===== src/rtl/lsu_pkg.sv =====
// Shared types and helpers for the load/store unit.
//   mem_size_t  : access width encoding (byte/half/word; 2'd3 is illegal)
//   lsu_state_t : LSU control FSM states
//   is_misaligned(size, off) : 1 when the access cannot be issued
//   wbmask(size, off)        : byte-lane write mask for a store
package lsu_pkg;

    typedef enum logic [1:0] {
        MEM_B = 2'd0,
        MEM_H = 2'd1,
        MEM_W = 2'd2
    } mem_size_t;

    typedef enum logic [1:0] {
        S_IDLE  = 2'd0,
        S_ISSUE = 2'd1,
        S_WAIT  = 2'd2,
        S_DONE  = 2'd3
    } lsu_state_t;

    function automatic logic is_misaligned(input logic [1:0] size, input logic [1:0] off);
        logic mis;
        case (size)
            MEM_B:   mis = 1'b0;
            MEM_H:   mis = off[0];
            MEM_W:   mis = (off != 2'b00);
            default: mis = 1'b1;
        endcase
        return mis;
    endfunction

    function automatic logic [3:0] wbmask(input logic [1:0] size, input logic [1:0] off);
        logic [3:0] m;
        case (size)
            MEM_B:   m = 4'b0001 << off;
            MEM_H:   m = 4'b0011 << off;
            default: m = 4'b1111;
        endcase
        return m;
    endfunction

endpackage


===== src/rtl/lsu_align.sv =====
// Combinational lane steering for the LSU.
//   Store side: st_size_i/st_off_i/store_data_i -> st_wdata_o (lane-replicated
//               data) and st_mask_o (byte-lane write mask).
//   Load side : ld_size_i/ld_off_i/ld_unsigned_i/rdata_i -> ld_data_o
//               (extracted and sign/zero-extended load value).
module lsu_align
    import lsu_pkg::*;
(
    input  logic [1:0]  st_size_i,
    input  logic [1:0]  st_off_i,
    input  logic [31:0] store_data_i,
    input  logic [1:0]  ld_size_i,
    input  logic [1:0]  ld_off_i,
    input  logic        ld_unsigned_i,
    input  logic [31:0] rdata_i,
    output logic [31:0] st_wdata_o,
    output logic [3:0]  st_mask_o,
    output logic [31:0] ld_data_o
);

    logic [31:0] shifted;

    always_comb begin
        st_wdata_o = '0;
        case (st_size_i)
            MEM_B:   st_wdata_o = {4{store_data_i[7:0]}};
            MEM_H:   st_wdata_o = {2{store_data_i[15:0]}};
            default: st_wdata_o = store_data_i;
        endcase
        st_mask_o = wbmask(st_size_i, st_off_i);
    end

    always_comb begin
        shifted   = rdata_i >> {ld_off_i, 3'b000};
        ld_data_o = '0;
        case (ld_size_i)
            MEM_B:   ld_data_o = ld_unsigned_i ? {24'b0, shifted[7:0]}
                                               : {{24{shifted[7]}}, shifted[7:0]};
            MEM_H:   ld_data_o = ld_unsigned_i ? {16'b0, shifted[15:0]}
                                               : {{16{shifted[15]}}, shifted[15:0]};
            default: ld_data_o = shifted;
        endcase
    end

endmodule


===== src/rtl/lsu.sv =====
// Load/store unit: initiator side of the data-memory handshake.
// One access outstanding at most.
//   Core side  : start/isStore/size/isUnsigned/addr/storeData in;
//                ready, done (1-cycle pulse), loadData, misaligned, fault out.
//   Memory side: memReqValid/memWen/memWdata/memWbmask/memAddr out;
//                memBusy, memRespValid, memRdata in.
//   TIMEOUT    : WAIT cycles before flagging fault (0 disables the watchdog).
// All outputs are registered; reset is asynchronous, active high.
module lsu
    import lsu_pkg::*;
#(
    parameter int unsigned TIMEOUT = 15
) (
    input  logic        clock,
    input  logic        reset,
    input  logic        start,
    input  logic        isStore,
    input  logic [1:0]  size,
    input  logic        isUnsigned,
    input  logic [31:0] addr,
    input  logic [31:0] storeData,
    output logic        ready,
    output logic        done,
    output logic [31:0] loadData,
    output logic        misaligned,
    output logic        fault,
    output logic        memReqValid,
    output logic        memWen,
    output logic [31:0] memWdata,
    output logic [3:0]  memWbmask,
    output logic [31:0] memAddr,
    input  logic        memBusy,
    input  logic        memRespValid,
    input  logic [31:0] memRdata
);

    localparam int unsigned WDW = (TIMEOUT > 1) ? $clog2(TIMEOUT) : 1;

    lsu_state_t  state_q, state_d;
    logic        ready_q, ready_d;
    logic        done_q, done_d;
    logic [31:0] load_q, load_d;
    logic        mis_q, mis_d;
    logic        fault_q, fault_d;
    logic        req_q, req_d;
    logic        wen_q, wen_d;
    logic [31:0] wdata_q, wdata_d;
    logic [3:0]  mask_q, mask_d;
    logic [31:0] maddr_q, maddr_d;
    logic        store_q, store_d;
    logic [1:0]  ld_size_q, ld_size_d;
    logic [1:0]  ld_off_q, ld_off_d;
    logic        ld_uns_q, ld_uns_d;
    logic [WDW-1:0] wd_q, wd_d;

    logic [31:0] st_wdata;
    logic [3:0]  st_mask;
    logic [31:0] ld_data;

    lsu_align u_align (
        .st_size_i     (size),
        .st_off_i      (addr[1:0]),
        .store_data_i  (storeData),
        .ld_size_i     (ld_size_q),
        .ld_off_i      (ld_off_q),
        .ld_unsigned_i (ld_uns_q),
        .rdata_i       (memRdata),
        .st_wdata_o    (st_wdata),
        .st_mask_o     (st_mask),
        .ld_data_o     (ld_data)
    );

    always_comb begin
        state_d   = state_q;
        ready_d   = ready_q;
        done_d    = done_q;
        load_d    = load_q;
        mis_d     = mis_q;
        fault_d   = fault_q;
        req_d     = req_q;
        wen_d     = wen_q;
        wdata_d   = wdata_q;
        mask_d    = mask_q;
        maddr_d   = maddr_q;
        store_d   = store_q;
        ld_size_d = ld_size_q;
        ld_off_d  = ld_off_q;
        ld_uns_d  = ld_uns_q;
        wd_d      = wd_q;

        case (state_q)
            S_IDLE: begin
                if (start) begin
                    ready_d   = 1'b0;
                    store_d   = isStore;
                    ld_size_d = size;
                    ld_off_d  = addr[1:0];
                    ld_uns_d  = isUnsigned;
                    if (is_misaligned(size, addr[1:0])) begin
                        state_d = S_DONE;
                        done_d  = 1'b1;
                        mis_d   = 1'b1;
                    end else begin
                        state_d = S_ISSUE;
                        // memReqValid is registered, so the strobe for the
                        // coming ISSUE cycle is qualified by memBusy now.
                        req_d   = ~memBusy;
                        wen_d   = isStore;
                        wdata_d = isStore ? st_wdata : '0;
                        mask_d  = isStore ? st_mask : '0;
                        maddr_d = {addr[31:2], 2'b00};
                    end
                end
            end
            S_ISSUE: begin
                if (req_q) begin
                    req_d   = 1'b0;
                    wd_d    = '0;
                    state_d = S_WAIT;
                end else begin
                    req_d = ~memBusy;
                end
            end
            S_WAIT: begin
                if (memRespValid) begin
                    state_d = S_DONE;
                    done_d  = 1'b1;
                    load_d  = store_q ? '0 : ld_data;
                    wen_d   = 1'b0;
                    wdata_d = '0;
                    mask_d  = '0;
                    maddr_d = '0;
                end else if (TIMEOUT != 0 && wd_q == WDW'(TIMEOUT - 1)) begin
                    state_d = S_DONE;
                    done_d  = 1'b1;
                    fault_d = 1'b1;
                    load_d  = '0;
                    wen_d   = 1'b0;
                    wdata_d = '0;
                    mask_d  = '0;
                    maddr_d = '0;
                end else begin
                    wd_d = wd_q + 1'b1;
                end
            end
            S_DONE: begin
                state_d = S_IDLE;
                ready_d = 1'b1;
                done_d  = 1'b0;
                mis_d   = 1'b0;
                fault_d = 1'b0;
                load_d  = '0;
            end
            default: state_d = S_IDLE;
        endcase
    end

    always_ff @(posedge clock or posedge reset) begin
        if (reset) begin
            state_q   <= S_IDLE;
            ready_q   <= 1'b1;
            done_q    <= 1'b0;
            load_q    <= '0;
            mis_q     <= 1'b0;
            fault_q   <= 1'b0;
            req_q     <= 1'b0;
            wen_q     <= 1'b0;
            wdata_q   <= '0;
            mask_q    <= '0;
            maddr_q   <= '0;
            store_q   <= 1'b0;
            ld_size_q <= '0;
            ld_off_q  <= '0;
            ld_uns_q  <= 1'b0;
            wd_q      <= '0;
        end else begin
            state_q   <= state_d;
            ready_q   <= ready_d;
            done_q    <= done_d;
            load_q    <= load_d;
            mis_q     <= mis_d;
            fault_q   <= fault_d;
            req_q     <= req_d;
            wen_q     <= wen_d;
            wdata_q   <= wdata_d;
            mask_q    <= mask_d;
            maddr_q   <= maddr_d;
            store_q   <= store_d;
            ld_size_q <= ld_size_d;
            ld_off_q  <= ld_off_d;
            ld_uns_q  <= ld_uns_d;
            wd_q      <= wd_d;
        end
    end

    assign ready       = ready_q;
    assign done        = done_q;
    assign loadData    = load_q;
    assign misaligned  = mis_q;
    assign fault       = fault_q;
    assign memReqValid = req_q;
    assign memWen      = wen_q;
    assign memWdata    = wdata_q;
    assign memWbmask   = mask_q;
    assign memAddr     = maddr_q;

endmodule


===== config.mk =====
export PLATFORM = sky130hd
export DESIGN_NAME = lsu
export DESIGN_NICKNAME = d
export VERILOG_FILES = /design/src/rtl/lsu_pkg.sv /design/src/rtl/lsu_align.sv /design/src/rtl/lsu.sv
export SDC_FILE = /design/constraint.sdc
export NUM_CORES = 1
export LEC_CHECK = 0
export CAP_MARGIN = 20
export CORE_MARGIN = 10
export CORE_UTILIZATION = 30
export DETAILED_ROUTE_END_ITERATION = 7
export SYNTH_ARGS = -nofsm -noshare
export SYNTH_HDL_FRONTEND = slang
export SYNTH_SLANG_ARGS = --single-unit

===== constraint.sdc =====
create_clock -name clock -period 5.2 [get_ports clock]
set_input_delay 0.78 -clock clock [delete_from_list [all_inputs] [get_ports clock]]
set_output_delay 0.78 -clock clock [all_outputs]
set_load 0.03 [all_outputs]

# --- Word level (Yosys, flattened, before mapping) ---
# Index checks and enable logic that the tools add are counted.
word_totals:
  register_bits: 118
  in_bits: 105
  elab_cells: 111
classes:
  n_addsub: 1
  n_eq_ne: 15
  shifts: 3
  n_mux: 55
  bitwise: 1
  n_reduce_logical: 20
ops:
  columns: ["op", "count"]
  rows:
  - ["2-to-1 mux 32 bit", 11]
  - ["case mux 32 bit (2 select lines)", 5]
  - ["2-to-1 mux 4 bit", 8]
  - ["right shift 32 x 5 -> 32 bit", 1]
  - ["case mux 4 bit (2 select lines)", 3]
  - ["2-to-1 mux 1 bit", 15]
  - ["inequality test 2 bit (second input constant)", 7]
  - ["AND reduction 3 bit", 4]
  - ["AND reduction 4 bit", 3]
  - ["nonzero test 2 bit", 6]
  - ["2-to-1 mux 2 bit", 5]
  - ["case mux 1 bit (2 select lines)", 5]
  - ["case mux 2 bit (4 select lines)", 1]
  - ["equality test 2 x 1 -> 1 bit (second input constant)", 3]
  - ["equality test 2 bit (second input constant)", 3]
  - ["zero test 2 bit", 3]
  - ["case mux 1 bit (3 select lines)", 2]
  - ["AND reduction 2 bit", 3]
  - ["adder 4 x 1 -> 4 bit (second input constant)", 1]
  - ["equality test 4 bit (second input constant)", 1]
  - ["left shift 1 x 2 -> 4 bit (first input constant)", 1]
  - ["left shift 2 x 2 -> 4 bit (first input constant)", 1]
  - ["inequality test 3 bit (second input constant)", 1]
  - ["nonzero test 3 bit", 1]
  - ["inverter 1 bit", 1]

# --- Logic depth before layout (Yosys ltp) ---
logic_depth:
  ltp_word: 7
  ltp_mapped: 9
  depth_no_buf: 6

# --- Cells and area by module ---
# Synthesis repeated with hierarchy kept, for this count alone.
unflattened:
  hier_cells: 648
  hier_area_um2: 6476.2
by_module_without_submodules:
  columns: ["module", "instances", "cells_per_inst", "area_each_um2", "seq_area_each_um2"]
  rows:
  - ["lsu", 1, 483, 5246.3, 2904.0]
  - ["lsu_align", 1, 165, 1229.9, 0.0]

# --- Worst setup path after synthesis ---
# No wires, ideal clock.
synth_path:
  path_kind: "in2reg"
  from: "in addr[0]"
  to: "reg mask_q[2], in the netlist memWbmask[2]"
  t_arrival_ns: 2.154
  slack_ns: 2.927
  path_stages: 8
  cell_sequence: "buf_2 -> or3_4 -> a21o_1 -> clkbuf_1 -> a21o_1 -> buf_6 -> buf_6 -> a21bo_1"
synth_between:
  elab_chain_len: 6
  elab_cells_between_ends: 13
synth_rtl:
  columns: ["element", "line_no", "text"]
  rows:
  - ["from (decl)", "lsu.sv:20", "input logic [31:0] addr,"]
  - ["left shift 2 x 2 -> 4 bit, or another cell as far along", "lsu_pkg.sv:36", "MEM_H: m = 4'b0011 << off;"]
  - ["case mux 4 bit (2 select lines) / case mux 1 bit (3 select lines) (equally long branches)", "lsu_pkg.sv:34, lsu_pkg.sv:23", null]
  - ["2-to-1 mux 4 bit / 2-to-1 mux 1 bit (equally long branches)", "lsu.sv:110, lsu.sv:93", null]
  - ["2-to-1 mux 4 bit / 2-to-1 mux 1 bit (equally long branches)", "lsu.sv:99, lsu.sv:91", null]
  - ["2-to-1 mux 4 bit / inequality test 2 bit (equally long branches)", null, null]
  - ["case mux 4 bit (2 select lines) / AND reduction 4 bit (equally long branches)", null, null]
  - ["to (signal assigned)", "lsu.sv:186", "mask_q <= mask_d;"]
  - ["to (decl)", "lsu.sv:48", "logic [3:0] mask_q, mask_d;"]
# Parallel ways exist; a longest one is shown, timed or not. The select of a mux whose other input is x is not followed.
# A chain may end at the register's enable or synchronous reset.

# --- Worst setup path in the final report ---
layout_path:
  from: "in size[1]"
  to: "reg maddr_q[20], in the netlist memAddr[20]"
layout_between:
  elab_chain_len: 6
  elab_cells_between_ends: 8
layout_rtl:
  columns: ["element", "line_no", "text"]
  rows:
  - ["from (decl)", "lsu.sv:18", "input logic [1:0] size,"]
  - ["equality test 2 bit, or another cell as far along", "lsu_pkg.sv:23", "case (size)"]
  - ["case mux 1 bit (3 select lines) (*)", "lsu_pkg.sv:23", null]
  - ["2-to-1 mux 1 bit (*)", "lsu.sv:93", "if (start) begin"]
  - ["2-to-1 mux 1 bit (*)", "lsu.sv:91", "case (state_q)"]
  - ["inequality test 2 bit (no line) (*)", null, null]
  - ["AND reduction 4 bit (no line) (*)", null, null]
  - ["to (signal assigned)", "lsu.sv:187", "maddr_q <= maddr_d;"]
  - ["to (decl)", "lsu.sv:49", "logic [31:0] maddr_q, maddr_d;"]
# Every way passes the cells marked *; elsewhere a longest branch is shown, timed or not. The select of a mux whose other input is x is not followed.

==> summary.txt <==
Run status
  – Outcome: finished clean

Drt
  – Routed WL per cell: 20.12 um
  – Final WL: approximately 19000 um
  – Drt drc: 0
  – Antenna Nets Post-Route: 0
  – Vias/cell: around 5.1
  – Total number of vias: 4791
  – Detailed Routing Iterations Pass 1: 4
  – Initial drt markers: 202

Synthesis
  – Synth Cell Area: 5773 sq um
  – Post-synth EDFFs: 0
  – Dominant cell type by area after synthesis: dfrtp_1
  – Syn avg cell area: roughly 12 sq um
  – Fraction of registers with async set/reset: 1.000
  – Top post-synthesis cells by area: dfrtp_1 (50%), mux2i_1 (12%), o2bb2ai_1 (9.6%)
  – Share of Yosys cell area claimed by the top area cell type: 0.4985
  – Sequential share of the synthesized area: 0.5030
  – Synth Warn #: 0
  – Mapped Cells: 478
  – Ys flop type: dfrtp_1
  – FF+latch count, synth: around 120
  – Synth cell types: 51

Timing
  – Setup_tns: 0 ps
  – Measured slew at the worst slew-check pin: 1067 ps
  – Hold Fails Final Rpt: 0
  – Fin crit share: 0.6448
  – Tmin final: 3353 ps
  – Final WS setup: 1847 ps
  – Max Slew Vio Count: 0
  – RSZ-0062 raised after global routing: no
  – Slew HR: 0.2884
  – Fin Clk Skew: 7.765 ps
  – Endpoints failing setup: 0
  – Maximum clock frequency: 0.2983 GHz

Critical path
  – Slowest stage delay, CP: 940 ps
  – FF-to-FF setup slack: 2050 ps
  – CP Launch Type: input port
  – Crit Path Max Fanout: 32
  – CP max-delay cell: a21o_1
  – Delay-heaviest family, CP: compound AO/OA/AOI/OAI gates
  – WS Path Type: in -> reg
  – Arr. time, crit path: 3690 ps
  – Critical path endpoint category: flip-flop
  – Worst Path Buf+Inv: 2
  – Worst EP required: 5530 ps
  – Ordered cell list for the critical path: clkdlybuf4s50_1 > buf_4 > a21o_1 > a21o_2 > a21o_1 > o2bb2ai_1
  – Most frequent CP cell: a21o_1

Power
  – Sw Pwr: ~2.2 mW
  – Cell-internal power: 3.112 mW
  – Peak VDD IR: 0.3832 mV
  – Register share of total power: 0.300
  – Leak: 3.768 nW
  – PwrDens: between 600 and 700 nW/um^2
  – Sw frac: 0.4163
  – Comb pwr share: 0.481
  – Clock network power share: 0.219
  – Final Power: 5.331 mW

CTS
  – Num CTS Buffers: 17
  – CTS Buffer Depth: 2
  – Clk sinks: 116
  – TritonCTS clock tree: done
  – Clock network latency to the later pin of the worst-skew pair: 410 ps
  – Postcts setup bufs: 0
  – Clock root buffer: clkbuf_16
  – Hold_buf cts: 0
  – Post-CTS Resized: 0
  – CTS H-tree depth: 4
  – CTS clock-pin slew for the worst setup and hold paths: 60 ps

Floorplanning
  – Initial Util: 0.3066
  – Die area: around 25000 sq um
  – Die height: 158.7 um
  – Core area: 18830 sq um
  – # IOs: ~210
  – # rows: 50
  – Die width: 158.7 um

Global routing
  – GR Overflow Total: 0
  – Largest net degree at the start of global routing: 71
  – First-pass GRT wire length: between 30000 and 40000 um
  – Initial antenna violation count: 1
  – Total global-route track usage: 0.1485
  – Vias in the first global route: 5100

Hold path
  – Hold Path Class: reg -> reg

Place
  – DPL Wire Length: around 14000 um
  – Area after DPL: 8036 sq um
  – Pre-CTS setup slack: 1346 ps
  – Placed Instances: 912
  – Port buffer count: 208
  – Gp weighted congestion: 0.8244

Job
  – Maxcap violations: 0

Cells and area
  – Post-route cell area: 8632 sq um
  – Share of layout cells above drive strength 1: 0.1096
  – FILL cells: about 1700
  – Storage element area: 2904 sq um
  – Multi-input logic area: 2651 sq um
  – Post-Layout Cell Count: 945
  – Area growth syn-to-layout: 49.52%
  – Post-layout nets: slightly below 800
==> worst register-to-register path, cell delays in order (launching register included) <==
cell,delay [ps]
dfrtp_1,370
inv_1,90
ha_1,360
nand2_1,310
a21o_2,780
a21o_1,940
o2bb2ai_1,210
==> per-stage QoR <==
step | hold WS [ps] | utilization
final | 477.9 | 0.4584
after global routing | 497.2 | 0.4583
after CTS | 480.2 | 0.4583
after detailed placement | 466.4 | 0.4268
after global placement | 464.1 | 0.4268
after floorplan | 449.1 | -
==> power by group through the flow <==
stage / clock [mW] / combinational, mW / sequential [mW]
after floorplan: 0 / 1.09 / 2.09
after CTS: 1.20 / 2.60 / 1.60
after detailed placement: 0 / 2.60 / 1.60
final: 1.17 / 2.56 / 1.60
after global placement: 0 / 2.55 / 1.61
after global routing: 1.23 / 2.74 / 1.65
==> final cells by class <==
cell class	count	area share
inverters	5	0.002464
clock buffers	18	0.05088
clock inverters	14	0.01783
multi-input cells	316	0.3071
well taps	260	0.03769
diodes	1	0.0002899
repair buffers	215	0.2473
flip-flops and latches	116	0.3364
==> per-layer routing <==
metal | global-route usage | up-vias | wire (um)
met2 | 0.2157 | 196 | 8357
met3 | 0.05809 | 21 | 1494
met4 | 0.04974 | 0 | 257
li1 | - | 2226 | -
met5 | 0 | - | 0
met1 | 0.1967 | 2348 | 8900
==> cells in the final DEF, fill, tap and decap left out, types with 2 or more instances in the layout <==
| cell | instances |
|---|---|
| nand2_1 | 12 |
| buf_4 | 7 |
| nand3b_1 | 2 |
| ha_1 | 6 |
| mux2_2 | 24 |
| nand3_1 | 4 |
| nor3b_2 | 2 |
| dfrtp_1 | 115 |
| a22o_1 | 18 |
| clkbuf_16 | 17 |
| nand2b_1 | 4 |
| bufinv_16 | 2 |
| mux2i_1 | 68 |
| clkinv_4 | 5 |
| o21ai_0 | 13 |
| a221oi_1 | 8 |
| nor2b_1 | 5 |
| o2bb2ai_1 | 63 |
| a221o_1 | 16 |
| a21oi_1 | 14 |
| inv_6 | 2 |
| conb_1 | 2 |
| inv_1 | 4 |
| clkinv_2 | 2 |
| clkdlybuf4s50_1 | 208 |
| a21o_1 | 6 |
| clkinvlp_4 | 3 |
| mux4_2 | 2 |
| nor2_1 | 19 |
| nor3_1 | 4 |
==> worst paths after layout <==
kind                           endpoint         start  cells after the start
min in group asynchronous   loadData[0]         reset                      2
max reg2reg                 memAddr[20]    state_q[0]                      6
max in group asynchronous   memAddr[21]         reset                      3
min reg2reg                memWbmask[0]  memWbmask[0]                      1
max                         memAddr[20]       size[1]                      6
min                        memWbmask[0]  memWbmask[0]                      1
==> sequential cells by signal, summed over array words and instances (netlist names), 2 cells and up <==
name       cells
memWbmask      4
ld_size_q      2
loadData      32
state_q        2
wd_q           4
memAddr       30
memWdata      32
ld_off_q       2
==> kinds of logic after synthesis <==
kind of cell	after synthesis	synth area share
DFF	116	0.5030
other	1	0.0006496
xor gates and xnor gates	1	0.001517
muxes	94	0.1725
AOI/OAI and AO/OA	151	0.2126
and+or+nand+nor	62	0.05744
buffers and inverters	47	0.03923
adders and majority gates	6	0.01300
==> cell usage after synthesis, types with 4 or more instances <==
cell       instances
ha_1               6
inv_1              5
buf_2             10
a21oi_1           14
nor3_1             4
nand3_1            4
a21o_1             7
a221o_1           16
o2bb2ai_1         63
clkbuf_1          22
nand2b_1           4
dfrtp_1          115
nor2_1            19
a221oi_1           8
nand2_1           12
buf_1              4
nor2b_1            5
o21ai_0           13
buf_6              4
a22o_1            18
mux2i_1           68
mux2_2            24
(Power assumes the default switching activity.)
